[config.mk]
export PLATFORM = sky130hd
export DESIGN_NAME = regression_mac_ctrl
export DESIGN_NICKNAME = d
export VERILOG_FILES = /design/src/rtl/regression_mac_ctrl.sv
export SDC_FILE = /design/constraint.sdc
export NUM_CORES = 1
export LEC_CHECK = 0
export CORE_ASPECT_RATIO = 1.1
export CORE_UTILIZATION = 56
export DETAILED_ROUTE_END_ITERATION = 10
export PLACE_DENSITY_LB_ADDON = 0.25
export SETUP_SLACK_MARGIN = 0.02
export SLEW_MARGIN = 20
export SYNTH_ARGS = -nofsm -noshare
export SYNTH_HDL_FRONTEND = slang
export SYNTH_SLANG_ARGS = --single-unit
[constraint.sdc]
create_clock -name clk -period 11.8 [get_ports clk]
set_clock_uncertainty 0.15 [all_clocks]
set_input_delay 1.18 -clock clk [delete_from_list [all_inputs] [get_ports clk]]
set_output_delay 1.18 -clock clk [all_outputs]
set_load 0.1 [all_outputs]
[src/rtl/regression_mac_ctrl.sv]
// Accumulates sum_x, sum_y, sum_xx and sum_xy over a run of n samples for
// linear regression, sharing one 16x16 multiplier between the two products.
module regression_mac_ctrl #(
  parameter int CNT_W = 8
) (
  input  logic                clk,
  input  logic                rst,
  input  logic                start,
  input  logic [CNT_W-1:0]    n_samples,
  input  logic                in_valid,
  output logic                in_ready,
  input  logic [15:0]         x,
  input  logic [15:0]         y,
  output logic [16+CNT_W-1:0] sum_x,
  output logic [16+CNT_W-1:0] sum_y,
  output logic [32+CNT_W-1:0] sum_xx,
  output logic [32+CNT_W-1:0] sum_xy,
  output logic                busy,
  output logic                done
);

  typedef enum logic [2:0] {
    S_IDLE   = 3'd0,
    S_LOAD   = 3'd1,
    S_MUL_XX = 3'd2,
    S_MUL_XY = 3'd3,
    S_DONE   = 3'd4
  } state_t;

  state_t              state_q, state_d;
  logic [CNT_W-1:0]    n_q, n_d;
  logic [CNT_W-1:0]    cnt_q, cnt_d, cnt_inc_s;
  logic [15:0]         x_q, x_d, y_q, y_d;
  logic [16+CNT_W-1:0] sum_x_q, sum_x_d, sum_y_q, sum_y_d;
  logic [32+CNT_W-1:0] sum_xx_q, sum_xx_d, sum_xy_q, sum_xy_d;
  logic                in_ready_q, busy_q, done_q;
  logic [15:0]         mul_b_s;
  logic [31:0]         product_s;

  // Single shared multiplier: second operand selects between x_r and y_r.
  always_comb begin
    mul_b_s = x_q;
    if (state_q == S_MUL_XY) begin
      mul_b_s = y_q;
    end else begin
      mul_b_s = x_q;
    end
  end

  assign product_s = x_q * mul_b_s;
  assign cnt_inc_s = cnt_q + {{(CNT_W-1){1'b0}}, 1'b1};

  // Next-state and datapath update.
  always_comb begin
    state_d  = state_q;
    n_d      = n_q;
    cnt_d    = cnt_q;
    x_d      = x_q;
    y_d      = y_q;
    sum_x_d  = sum_x_q;
    sum_y_d  = sum_y_q;
    sum_xx_d = sum_xx_q;
    sum_xy_d = sum_xy_q;
    case (state_q)
      S_IDLE: begin
        if (start) begin
          n_d      = n_samples;
          cnt_d    = {CNT_W{1'b0}};
          sum_x_d  = {(16+CNT_W){1'b0}};
          sum_y_d  = {(16+CNT_W){1'b0}};
          sum_xx_d = {(32+CNT_W){1'b0}};
          sum_xy_d = {(32+CNT_W){1'b0}};
          state_d  = (n_samples != {CNT_W{1'b0}}) ? S_LOAD : S_DONE;
        end else begin
          state_d = S_IDLE;
        end
      end
      S_LOAD: begin
        if (in_valid) begin
          x_d     = x;
          y_d     = y;
          sum_x_d = sum_x_q + {{CNT_W{1'b0}}, x};
          sum_y_d = sum_y_q + {{CNT_W{1'b0}}, y};
          state_d = S_MUL_XX;
        end else begin
          state_d = S_LOAD;
        end
      end
      S_MUL_XX: begin
        sum_xx_d = sum_xx_q + {{CNT_W{1'b0}}, product_s};
        state_d  = S_MUL_XY;
      end
      S_MUL_XY: begin
        sum_xy_d = sum_xy_q + {{CNT_W{1'b0}}, product_s};
        cnt_d    = cnt_inc_s;
        state_d  = (cnt_inc_s == n_q) ? S_DONE : S_LOAD;
      end
      S_DONE: begin
        state_d = S_IDLE;
      end
      default: begin
        state_d = S_IDLE;
      end
    endcase
  end

  // State registers; handshake/status flags are registered from the next state.
  always_ff @(posedge clk) begin
    if (rst) begin
      state_q    <= S_IDLE;
      n_q        <= {CNT_W{1'b0}};
      cnt_q      <= {CNT_W{1'b0}};
      x_q        <= 16'd0;
      y_q        <= 16'd0;
      sum_x_q    <= {(16+CNT_W){1'b0}};
      sum_y_q    <= {(16+CNT_W){1'b0}};
      sum_xx_q   <= {(32+CNT_W){1'b0}};
      sum_xy_q   <= {(32+CNT_W){1'b0}};
      in_ready_q <= 1'b0;
      busy_q     <= 1'b0;
      done_q     <= 1'b0;
    end else begin
      state_q    <= state_d;
      n_q        <= n_d;
      cnt_q      <= cnt_d;
      x_q        <= x_d;
      y_q        <= y_d;
      sum_x_q    <= sum_x_d;
      sum_y_q    <= sum_y_d;
      sum_xx_q   <= sum_xx_d;
      sum_xy_q   <= sum_xy_d;
      in_ready_q <= (state_d == S_LOAD);
      busy_q     <= (state_d != S_IDLE);
      done_q     <= (state_d == S_DONE);
    end
  end

  assign in_ready = in_ready_q;
  assign busy     = busy_q;
  assign done     = done_q;
  assign sum_x    = sum_x_q;
  assign sum_y    = sum_y_q;
  assign sum_xx   = sum_xx_q;
  assign sum_xy   = sum_xy_q;

endmodule

==> results of run 1 <==
## worst min-delay path, stage by stage (launching register included)
cell     delay [ns]
dfxtp_1        0.32
nand2_1        0.05
a21oi_1        0.05
## where the power goes
| part | internal, µW | switching [µW] | leakage, µW |
|---|---|---|---|
| registers | 629 | 26.9 | 0.00147 |
| logic | 113 | 231 | 0.00875 |
| clock network | 321 | 283 | 0.000292 |
## worst max-delay path by stage
| stage | end | start | cells after the start |
|---|---|---|---|
| 4_1_cts | sum_xx[38]$_SDFFE_PP0P_ | state_q[2]$_SDFF_PP0_ | 32 |
| 6_report | sum_xx[38]$_SDFFE_PP0P_ | state_q[2]$_SDFF_PP0_ | 32 |
| 2_1_floorplan | sum_xy[35]$_SDFFE_PP0P_ | state_q[2]$_SDFF_PP0_ | 38 |
| 3_3_place_gp | sum_xy[35]$_SDFFE_PP0P_ | state_q[2]$_SDFF_PP0_ | 32 |
| 3_5_place_dp | sum_xx[38]$_SDFFE_PP0P_ | state_q[2]$_SDFF_PP0_ | 32 |
| 5_1_grt | sum_xx[34]$_SDFFE_PP0P_ | state_q[0]$_SDFF_PP0_ | 32 |
## cell usage after synthesis, drive strengths merged (24+ instances only)
cell type,number
xor2,55
a21o,55
a21oi,197
nand3,77
and2,76
nor2b,54
o21a,24
nand2,350
o21ai,94
a22o,41
dfxtp,182
fa,198
ha,205
inv,267
nor2,130
xnor2,77
clkbuf,93
## layout make-up
class | count | area, µm² | area share (%)
flip-flops and latches | 182 | 3640 | 16.0
inverters | 267 | 1000 | 4.39
repair buffers | 188 | 1840 | 8.09
clock buffers | 17 | 425 | 1.87
clock inverters | 15 | 184 | 0.806
well taps | 481 | 602 | 2.64
multi-input cells | 1898 | 15100 | 66.2
## registers in the layout (all words and copies together), names as in the netlist
register,cells
busy,1
cnt_q,8
done,1
in_ready,1
n_q,8
state_q,3
sum_x,24
sum_xx,40
sum_xy,40
sum_y,24
x_q,16
y_q,16
## routing by layer
metal	track usage, %	share of wire, %	wire length, µm
met1	39.0	42	23000
met2	50.0	48	25900
met3	5.29	6.8	3680
met4	11.3	3.1	1690
met5	0	0	0
## logic make-up after synthesis
kind of cell,Yosys count,share of synthesized area (%)
AOI/OAI and AO/OA,553,17.7
xor gates and xnor gates,132,5.72
adders and majority gates,403,32.3
buffers and inverters,381,7.34
DFF,182,18.0
muxes,4,0.198
and+or+nand+nor,806,18.7
## stage by stage
stage	hold WS (ns)	power (µW)	utilization [%]
after floorplan	0.296	908	-
after global placement	0.309	1000	62.7
after detailed placement	0.311	1010	62.7
after CTS	0.322	1610	64.4
after global routing	0.341	1670	64.4
final	0.320	1600	64.4
==> results.toml, run 1 <==
[global_routing]
grt_usage_pct = 30.1
grt_max_degree = 74
grt_pass1_vias = 17600
grt.overflow.total = 0
antenna_found_initial = 0
grt_pass1_wl_um = 88800

[setup_path]
r2r_end = "sum_xx[38]$_SDFFE_PP0P_"
required_ns = 12.05
regToRegStartpoint = "state_q[2]$_SDFF_PP0_"
crit_top_cell = "fa_1"
crit_path_end_kind = "register"
timing.critical_path.buf_inv = 5
cp.arrival_ns = 10.63
slowest_delay_ns = 0.98
start_kind = "register"
regToRegSetupSlack_ns = 1.42
crit_slowest_cell = "mux2i_2"
critPathMaxFanout = 25
path_delay_family = "adder cells"
critPathKind = "reg -> reg"
r2r_cells = 32

[sta]
setup_viol = 0
period_needed_ns = 10.38
tns_ns = 0
max-slew-margin-rel_pct = 25.8
report.final.slew_viol_count = 0
worstMarginPinSlew_ns = 1.11
finalHoldViolCount = 0
min_period_over_period_pct = 88.0
rsz0062_at_grt = "false"
worst_slack_ns = 1.42
clock.fmax_mhz = 96.3

[final_layout]
final_area_um2 = 22800
fillers = 3072
finalNetCount = 3001
final_cell_mix = "nand2_1 (350), inv_1 (267), ha_1 (205)"
num_antenna_cells = 0
fin_cells = 3048
syn_to_final_growth_pct = 12.8
drive_gt1_share_pct = 3.16
final_common_cell = "nand2_1"

[logic_synthesis]
ys_types = 80
synth-async-reset-ratio_pct = 0
yosysSeqAreaShare_pct = 18.0
synthDominantCellAreaShare_pct = 19.6
syn_avg_cell_area_um2 = 8.22
synth_area_um2 = 20200
yosysTopAreaCell = "fa_1"
yosys_warnings = 0
synth-main-ff-cell = "dfxtp_1"
syn_inst = 2461
ys_ff_latch = 182
syn-num-nets = 2908
synth_edf_count = 0
synthTopCellsByArea = "fa_1 (20%), dfxtp_1 (18%), ha_1 (13%), nand2_1 (6.5%), inv_1 (5.0%)"

[clock_network]
numCtsBuffers = 17
post_cts_resize_count = 0
cts_root_buf = "clkbuf_16"
clock_sinks = 182
post_cts_buffers = 0
clkTransAtPathRegs_ns = 0.07
clockBufferDepth = 2
htree_levels = 4
insertion_delay_ns = 0.47
tritoncts = "built"
holdBufCountCts = 0

[hold_path]
min_path_type = "reg -> reg"
holdPathStages = 2
holdCritStartpoint = "n_q[6]$_SDFFE_PP0P_"
min_to = "n_q[6]$_SDFFE_PP0P_"

[placed_design]
gp_congestion = 0.926
dp_hpwl_um = 42300
dpl.cell_count = 3016
place_area_um2 = 22200
io_buffers = 174
post-place-ws_ns = 1.43

[route]
post_drt_wl_per_cell_um = 17.8
drtIter0Drc = 1124
first_pass_iters = 7
via_count = 17700
via_per_inst = 5.82
routed_wl_um = 54200
ant_nets = 0
post-route-drc-count = 0

[status]
status = "completed"

[power]
ir_drop_v = 0.000122
powerDensity_nw_per_um2 = 70.3
power.leakage_uw = 0.0105

[floorplanning]
coreArea_um2 = 35400
die_h_um = 201
start_util_pct = 57.1
dieArea_um2 = 36900
fp.dieW_um = 183
io_pins = 175
row_count = 72

[run]
drv_cap = 0
Power figures use the tool's default switching activity.
==> inputs of run 2 (changes only) <==
CTS_CLUSTER_SIZE = 30   (was not set)
==> results of run 2 <==
Same layout as run 1: the final DEF is identical, and so are final timing and power.
